`src/rtl/stream_fifo_pkg.sv`:
```
// -----------------------------------------------------------------------------
// stream_fifo_pkg
//   Shared definitions for the stream FIFO and other buffers built on the same
//   pointer scheme.
//
//   fifo_ptr_w(addr_w)  width of a read/write pointer: one extra wrap bit so a
//                       full buffer can be told apart from an empty one.
//   fifo_status_t       packed bundle of occupancy and sticky error flags.
// -----------------------------------------------------------------------------
package stream_fifo_pkg;

    function automatic int unsigned fifo_ptr_w(input int unsigned addr_w);
        return addr_w + 1;
    endfunction

    typedef struct packed {
        logic empty;
        logic full;
        logic almost_empty;
        logic almost_full;
        logic overflow;
        logic underflow;
    } fifo_status_t;

endpackage

```
`src/rtl/stream_fifo_if.sv`:
```
// -----------------------------------------------------------------------------
// stream_fifo_if
//   Producer/consumer bundle for stream_fifo.
//
//   Signals (driven by the master = producer/consumer logic):
//     flush         synchronous clear of pointers, count and error flags
//     WE, data_in   write request and write data
//     RE            read request
//   Signals (driven by the slave = the FIFO):
//     data_out      read data
//     rd_valid      data_out holds a word popped by an accepted read
//     empty, full, almost_empty, almost_full   occupancy flags
//     count         current occupancy, 0..2**ADDR_W
//     overflow, underflow   sticky error flags
// -----------------------------------------------------------------------------
interface stream_fifo_if
    import stream_fifo_pkg::*;
#(
    parameter int unsigned W      = 8,
    parameter int unsigned ADDR_W = 5
);

    logic                               flush;
    logic                               WE;
    logic [W-1:0]                       data_in;
    logic                               RE;
    logic [W-1:0]                       data_out;
    logic                               rd_valid;
    logic                               empty;
    logic                               full;
    logic                               almost_empty;
    logic                               almost_full;
    logic [fifo_ptr_w(ADDR_W)-1:0]      count;
    logic                               overflow;
    logic                               underflow;

    modport master (
        output flush, WE, data_in, RE,
        input  data_out, rd_valid, empty, full, almost_empty, almost_full,
               count, overflow, underflow
    );

    modport slave (
        input  flush, WE, data_in, RE,
        output data_out, rd_valid, empty, full, almost_empty, almost_full,
               count, overflow, underflow
    );

endinterface

```
`src/rtl/stream_fifo_ram.sv`:
```
// -----------------------------------------------------------------------------
// fifo_ram
//   Simple dual-port storage array, W x 2**ADDR_W, for stream_fifo.
//   Write port is synchronous. The read port depends on STREAM_FIFO_FWFT_EN:
//     undefined : synchronous read; rdata loads mem[raddr] on an edge with re
//                 and holds otherwise. Only the read register is reset.
//     defined   : asynchronous read; rdata = mem[raddr] at all times.
//   The array itself is never reset.
//
//   Ports: clk, reset (async, active-high), we/waddr/wdata (write port),
//          re/raddr/rdata (read port).
// -----------------------------------------------------------------------------
module fifo_ram
    import stream_fifo_pkg::*;
#(
    parameter int unsigned W      = 8,
    parameter int unsigned ADDR_W = 5
) (
    input  logic              clk,
    input  logic              reset,
    input  logic              we,
    input  logic [ADDR_W-1:0] waddr,
    input  logic [W-1:0]      wdata,
    input  logic              re,
    input  logic [ADDR_W-1:0] raddr,
    output logic [W-1:0]      rdata
);

    localparam int unsigned Depth = 2 ** ADDR_W;

    logic [W-1:0] mem [0:Depth-1];

    always_ff @(posedge clk) begin
        if (we) begin
            mem[waddr] <= wdata;
        end
    end

`ifdef STREAM_FIFO_FWFT_EN
    assign rdata = mem[raddr];

    // The combinational read port needs neither the enable nor the reset.
    logic unused_rd;
    assign unused_rd = ^{re, reset};
`else
    always_ff @(posedge clk or posedge reset) begin
        if (reset) begin
            rdata <= '0;
        end else if (re) begin
            rdata <= mem[raddr];
        end
    end
`endif

endmodule

```
`src/rtl/stream_fifo.sv`:
```
// -----------------------------------------------------------------------------
// stream_fifo
//   Synchronous FIFO for byte/word streams on one clock. Holds all 2**ADDR_W
//   entries, tracks occupancy, raises programmable almost-flags and latches
//   sticky overflow/underflow until flush or reset.
//
//   Parameters: W (data width), ADDR_W (depth = 2**ADDR_W),
//               AF_THRESH (almost_full when count >= AF_THRESH),
//               AE_THRESH (almost_empty when count <= AE_THRESH).
//   Ports:      clk, reset (async, active-high), bus (stream_fifo_if.slave).
//
//   Build option STREAM_FIFO_FWFT_EN:
//     undefined : data_out registered, rd_valid pulses the cycle after a pop.
//     defined   : first-word-fall-through; data_out shows the head word
//                 (0 when empty), rd_valid = ~empty, RE pops the shown word.
//   Flags, count and error behaviour are the same in both modes.
// -----------------------------------------------------------------------------
module stream_fifo
    import stream_fifo_pkg::*;
#(
    parameter int unsigned W         = 8,
    parameter int unsigned ADDR_W    = 5,
    parameter int unsigned AF_THRESH = (2 ** ADDR_W) - 2,
    parameter int unsigned AE_THRESH = 1
) (
    input logic          clk,
    input logic          reset,
    stream_fifo_if.slave bus
);

    localparam int unsigned      PtrW   = fifo_ptr_w(ADDR_W);
    localparam logic [PtrW-1:0]  PtrOne = PtrW'(1);
    localparam logic [ADDR_W:0]  AfThr  = (ADDR_W + 1)'(AF_THRESH);
    localparam logic [ADDR_W:0]  AeThr  = (ADDR_W + 1)'(AE_THRESH);

    logic [PtrW-1:0] wp_q, wp_d;
    logic [PtrW-1:0] rp_q, rp_d;
    logic [ADDR_W:0] count_q, count_d;
    logic            ovf_q, ovf_d;
    logic            udf_q, udf_d;

    fifo_status_t    status;
    logic            rd_ok;
    logic            wr_ok;
    logic [W-1:0]    ram_rdata;

    // Occupancy flags come straight from the registered state.
    always_comb begin
        status              = '0;
        status.empty        = (wp_q == rp_q);
        status.full         = (wp_q[ADDR_W] != rp_q[ADDR_W]) &&
                              (wp_q[ADDR_W-1:0] == rp_q[ADDR_W-1:0]);
        status.almost_empty = (count_q <= AeThr);
        status.almost_full  = (count_q >= AfThr);
        status.overflow     = ovf_q;
        status.underflow    = udf_q;
    end

    // A write at full only goes in when a read frees a slot in the same cycle.
    // On empty the read is refused, so a simultaneous write is never bypassed.
    assign rd_ok = bus.RE & ~status.empty;
    assign wr_ok = bus.WE & (~status.full | rd_ok);

    always_comb begin
        wp_d    = wp_q;
        rp_d    = rp_q;
        count_d = count_q;
        ovf_d   = ovf_q | (bus.WE & ~wr_ok);
        udf_d   = udf_q | (bus.RE & status.empty);

        if (wr_ok) begin
            wp_d = wp_q + PtrOne;
        end
        if (rd_ok) begin
            rp_d = rp_q + PtrOne;
        end

        unique case ({wr_ok, rd_ok})
            2'b10:   count_d = count_q + PtrOne;
            2'b01:   count_d = count_q - PtrOne;
            default: count_d = count_q;
        endcase

        // Flush overrides any request in the same cycle.
        if (bus.flush) begin
            wp_d    = '0;
            rp_d    = '0;
            count_d = '0;
            ovf_d   = 1'b0;
            udf_d   = 1'b0;
        end
    end

    always_ff @(posedge clk or posedge reset) begin
        if (reset) begin
            wp_q    <= '0;
            rp_q    <= '0;
            count_q <= '0;
            ovf_q   <= 1'b0;
            udf_q   <= 1'b0;
        end else begin
            wp_q    <= wp_d;
            rp_q    <= rp_d;
            count_q <= count_d;
            ovf_q   <= ovf_d;
            udf_q   <= udf_d;
        end
    end

    fifo_ram #(
        .W      (W),
        .ADDR_W (ADDR_W)
    ) u_ram (
        .clk   (clk),
        .reset (reset),
        .we    (wr_ok & ~bus.flush),
        .waddr (wp_q[ADDR_W-1:0]),
        .wdata (bus.data_in),
        .re    (rd_ok & ~bus.flush),
        .raddr (rp_q[ADDR_W-1:0]),
        .rdata (ram_rdata)
    );

`ifdef STREAM_FIFO_FWFT_EN
    assign bus.data_out = status.empty ? '0 : ram_rdata;
    assign bus.rd_valid = ~status.empty;
`else
    logic rd_valid_q;

    always_ff @(posedge clk or posedge reset) begin
        if (reset) begin
            rd_valid_q <= 1'b0;
        end else begin
            rd_valid_q <= rd_ok & ~bus.flush;
        end
    end

    assign bus.data_out = ram_rdata;
    assign bus.rd_valid = rd_valid_q;
`endif

    assign bus.empty        = status.empty;
    assign bus.full         = status.full;
    assign bus.almost_empty = status.almost_empty;
    assign bus.almost_full  = status.almost_full;
    assign bus.overflow     = status.overflow;
    assign bus.underflow    = status.underflow;
    assign bus.count        = count_q;

endmodule

```
`src/flat_wrapper.sv`:
```
// flat-port wrapper written by rule: the top's interface ports become plain ports
module stream_fifo_flat import stream_fifo_pkg::*;
#(
    parameter int unsigned W         = 8,
    parameter int unsigned ADDR_W    = 5,
    parameter int unsigned AF_THRESH = (2 ** ADDR_W) - 2,
    parameter int unsigned AE_THRESH = 1
)
  (clk, reset, bus_flush, bus_WE, bus_data_in, bus_RE, bus_data_out, bus_rd_valid, bus_empty, bus_full, bus_almost_empty, bus_almost_full, bus_count, bus_overflow, bus_underflow);
  stream_fifo_if #(.W(W), .ADDR_W(ADDR_W)) bus_i ();
  input logic clk;
  input logic reset;
  input wire logic [$bits(bus_i.flush)-1:0] bus_flush;
  input wire logic [$bits(bus_i.WE)-1:0] bus_WE;
  input wire logic [$bits(bus_i.data_in)-1:0] bus_data_in;
  input wire logic [$bits(bus_i.RE)-1:0] bus_RE;
  output wire logic [$bits(bus_i.data_out)-1:0] bus_data_out;
  output wire logic [$bits(bus_i.rd_valid)-1:0] bus_rd_valid;
  output wire logic [$bits(bus_i.empty)-1:0] bus_empty;
  output wire logic [$bits(bus_i.full)-1:0] bus_full;
  output wire logic [$bits(bus_i.almost_empty)-1:0] bus_almost_empty;
  output wire logic [$bits(bus_i.almost_full)-1:0] bus_almost_full;
  output wire logic [$bits(bus_i.count)-1:0] bus_count;
  output wire logic [$bits(bus_i.overflow)-1:0] bus_overflow;
  output wire logic [$bits(bus_i.underflow)-1:0] bus_underflow;
  assign bus_i.flush = bus_flush;
  assign bus_i.WE = bus_WE;
  assign bus_i.data_in = bus_data_in;
  assign bus_i.RE = bus_RE;
  assign bus_data_out = bus_i.data_out;
  assign bus_rd_valid = bus_i.rd_valid;
  assign bus_empty = bus_i.empty;
  assign bus_full = bus_i.full;
  assign bus_almost_empty = bus_i.almost_empty;
  assign bus_almost_full = bus_i.almost_full;
  assign bus_count = bus_i.count;
  assign bus_overflow = bus_i.overflow;
  assign bus_underflow = bus_i.underflow;
  stream_fifo #(.W(W), .ADDR_W(ADDR_W), .AF_THRESH(AF_THRESH), .AE_THRESH(AE_THRESH)) u_core (.clk(clk), .reset(reset), .bus(bus_i));
endmodule
```
`config.mk`:
```
export PLATFORM = sky130hd
export DESIGN_NAME = stream_fifo_flat
export DESIGN_NICKNAME = d
export VERILOG_FILES = /design/src/rtl/stream_fifo_pkg.sv /design/src/rtl/stream_fifo_if.sv /design/src/rtl/stream_fifo_ram.sv /design/src/rtl/stream_fifo.sv /design/src/flat_wrapper.sv
export SDC_FILE = /design/constraint.sdc
export NUM_CORES = 1
export LEC_CHECK = 0
export CAP_MARGIN = 20
export CORE_MARGIN = 1
export CORE_UTILIZATION = 55
export DETAILED_ROUTE_END_ITERATION = 7
export GPL_TIMING_DRIVEN = 1
export PLACE_DENSITY = 0.75
export REMOVE_ABC_BUFFERS = 1
export SYNTH_ARGS = -nofsm -noshare
export SYNTH_HDL_FRONTEND = slang
export SYNTH_SLANG_ARGS = --single-unit
```
`constraint.sdc`:
```
create_clock -name clk -period 2.12 [get_ports clk]
set_clock_uncertainty 0.1 [all_clocks]
set_input_delay 0.212 -clock clk [delete_from_list [all_inputs] [get_ports clk]]
set_output_delay 0.212 -clock clk [all_outputs]
set_load 0.01 [all_outputs]
```
==> reports/metrics.cfg <==
[sta]
timing.final.hold_violations = 0
timing_max_transition_violations_final = 0
period_needed_ns = 2.23
timing.slew.headroom = 0.623
peak_clock_frequency_supported_by_timing_mhz = 448
layout_setup_ws_ns = -0.112
grt_setup_unrepaired = true
final.period_utilization = 1.05
hold_slack_final_ns = 0.377
setup_viol_count_final = 75
worst_slew_pin_tran_ns = 0.565

[critical_path]
r2r_slack_ns = -0.11
worst-endpoint-required_ns = 2.43
critical_path.endpoint_type = flop
arrival_ns = 2.54
critPathLaunchType = flop
regToRegStartpoint = u_core.rp_q[0]$_DFFE_PP0P_
ff2ff_path_depth = 8
setup.worst_path.class = reg -> reg
timing.critical_path.fanout_max = 7
worst_setup_path_startpoint = u_core.rp_q[0]$_DFFE_PP0P_
reg2reg_to = u_core.u_ram.rdata[7]$_DFFE_PP0P_

[logic_synthesis]
dominantRegCellSynth = sky130_fd_sc_hd__edfxtp_1
yosysWarningCount = 0
yosys.area_share.simple = 0.0567
ys_seq_elements = 285
synth.mux.area_fraction = 0.137
netlist_instances = 618
synth-adder-area-share = 0.00971
yosys.area_share.xor_xnor = 0.0127
synth.yosys.seq_area_share = 0.725
syn_area_per_cell_um2 = 18.8
synth_top_family_by_area = multiplexers
synth-compound-area-share = 0.0346
synthesis.area_um2 = 11600
synth.distinct_cells = 60
synth_edf_count = 256
asyncSetResetFlopFracSynth = 0.102

[min_path]
hold_path_startpoint = u_core.u_ram.rdata[1]$_DFFE_PP0P_
whs_endpoint = u_core.u_ram.rdata[1]$_DFFE_PP0P_
type_of_the_tightest_min_delay_check = reg -> reg
holdPathStages = 2

[global_routing]
antenna_found_initial = 0
gr-max-usage-layer = met2
grt_first_pass_wirelength_um = 38700
grt_remaining_overflow = 0
global_route.usage.met3 = 0.0332
groute.usage.overall = 0.244
grt_max_degree = 45
number_of_global_route_vias_before_repair = 6413
global_route.usage.met1 = 0.341
use_met2 = 0.395

[clock_tree]
htree_num_levels = 1
clock_sink_count = 285
clock_path_buffers = 3
clock_slew_seen_by_the_registers_of_the_worst_setup_and_hold_paths_ns = 0.07
clock_latency_ns = 0.53
tritoncts_clock_tree = built
root_buffer = sky130_fd_sc_hd__clkbuf_16
tritoncts.num_buffers = 27

[floorplan]
die_area_um2 = 21700
core-area_um2 = 20400
floorplan.initialDensity = 0.568
row_count = 52
io_pins = 34
die-height_um = 147
die_w_um = 147

[final_layout]
layout-drive-gt1-share = 0.349
most-common-layout-cells = 256 x sky130_fd_sc_hd__edfxtp_1, 60 x sky130_fd_sc_hd__mux4_2, 44 x sky130_fd_sc_hd__buf_4
layout.cells.most_common = sky130_fd_sc_hd__edfxtp_1
design.final.nets = 739
area.growth.synth_to_final_pct = 20.9
antenna_cells_inserted = 0
layout.cell_area.non_filler_um2 = 14000

[power]
power.switching_fraction = 0.246
power.sequential.fraction = 0.482
total_power_mw = 13.2
switching_power_mw = 3.25
power.leakage_nw = 4.55
clock_power_share = 0.336
max_vdd_drop_mv = 0.658
power.share.combinational = 0.182
power_per_cell_area_nw_per_um2 = 943
cell_internal_pwr_mw = 9.98

[route]
route.detailed.drc = 0
vias_cell = 6.29
postRouteWirelength_um = 26400
detail_route.iter0.violations = 743
num_vias = 6336
antenna_left = 0
drtPass1Iterations = 5
wl_per_cell_um = 26.3

[placement]
detailed_place_hpwl_um = 15800
preCtsSetupSlack_ns = -0.610
gp_routability_congestion = 0.889
dpl-instance-area_um2 = 12500
buffer_ports.inserted = 33

[run]
maxCapViolCount = 0

[status]
outcome = complete, but fails checks
violations = negative setup slack

-- metal layers --
metal	part of all wire	vias up
met3	0.084	72
met1	0.38	3188
li1	-	2681
met2	0.50	395
met4	0.034	0
met5	0	-
-- worst max path at each step --
stage / slack [ns] / depth (start not counted) / end
4_1_cts: -0.15 / 7 / u_core.u_ram.rdata[2]$_DFFE_PP0P_
6_report: -0.11 / 8 / u_core.u_ram.rdata[7]$_DFFE_PP0P_
3_3_place_gp: -0.52 / 6 / u_core.u_ram.mem[28][5]$_DFFE_PP_
2_1_floorplan: -1.77 / 7 / u_core.u_ram.rdata[0]$_DFFE_PP0P_
3_5_place_dp: -0.61 / 6 / u_core.u_ram.mem[24][4]$_DFFE_PP_
5_1_grt: -0.16 / 6 / bus_empty
-- sequential cells by signal, summed over array words and instances, names as in the netlist --
register              flops
u_core.bus.count          6
u_core.u_ram.mem        256
u_core.wp_q               6
u_core.bus.underflow      1
u_core.u_ram.rdata        8
u_core.bus.overflow       1
u_core.bus.rd_valid       1
u_core.rp_q               6
-- power groups by stage --
stage,Sequential [mW],Combinational (mW),Clock [mW]
6_report,6.38,2.40,4.45
5_1_grt,6.39,2.55,4.69
4_1_cts,6.37,2.10,4.49
3_5_place_dp,6.49,1.91,0
3_3_place_gp,6.48,1.86,0
2_1_floorplan,6.67,0.848,0
-- cell type report --
type,count,area [um2]
clock buffers,34,702
clock inverters,15,95.1
fillers,1244,6400
inverters,8,30.0
multi-input cells,293,3380
flip-flops and latches,285,8420
well taps,270,338
repair buffers,102,1060
-- synth_stat cells (all sizes together), types with 6 or more instances --
cell,count,area share
or4,6,0.0039
a21oi,7,0.0030
nand2,20,0.0065
mux4,64,0.13
inv,8,0.0026
nor2,64,0.021
mux2i,6,0.0052
clkbuf,9,0.0029
buf,23,0.018
ha,9,0.0097
o21ai,10,0.0046
xnor2,11,0.0090
edfxtp,256,0.66
nor2b,9,0.0049
o22ai,18,0.0097
dfrtp,29,0.063
nand3,8,0.0039
-- kinds of logic (layout without fill, tap and decap cells) --
family	count (synthesis)	count (layout)
flops	285	285
simple gates	136	136
mux	74	74
compound gates	58	58
buf+inv	40	159
xor+xnor	16	16
fa+ha+maj	9	9
-- repair_timing --
| action | CTS | global route |
|---|---|---|
| hold endpoints to repair | 8 | 0 |
| pin swaps | 4 | 46 |
| buffers inserted | 4 | 10 |
| resized for setup | 109 | 74 |
| setup endpoints to repair | 271 | 265 |
| cloned | 1 | 1 |
| hold buffers | 1 | 0 |
-- per-stage QoR --
step	setup TNS, ns	utilization	cells
final	-1.69	0.687	1007
after global routing	-9.35	0.687	1007
after CTS	-0.984	0.668	997
after detailed placement	-91.69	0.610	942
after global placement	-78.52	0.610	942
after floorplan	-488.39	-	586
-- worst max-delay path: stages, from the launching register on --
cell	delay, ns
sky130_fd_sc_hd__dfrtp_4	0.50
sky130_fd_sc_hd__buf_12	0.17
sky130_fd_sc_hd__clkbuf_16	0.17
sky130_fd_sc_hd__buf_4	0.13
sky130_fd_sc_hd__mux4_2	0.44
sky130_fd_sc_hd__a22oi_2	0.25
sky130_fd_sc_hd__nand3_1	0.13
sky130_fd_sc_hd__o21ai_1	0.11
sky130_fd_sc_hd__o21ai_0	0.09
(Power assumes the default switching activity.)
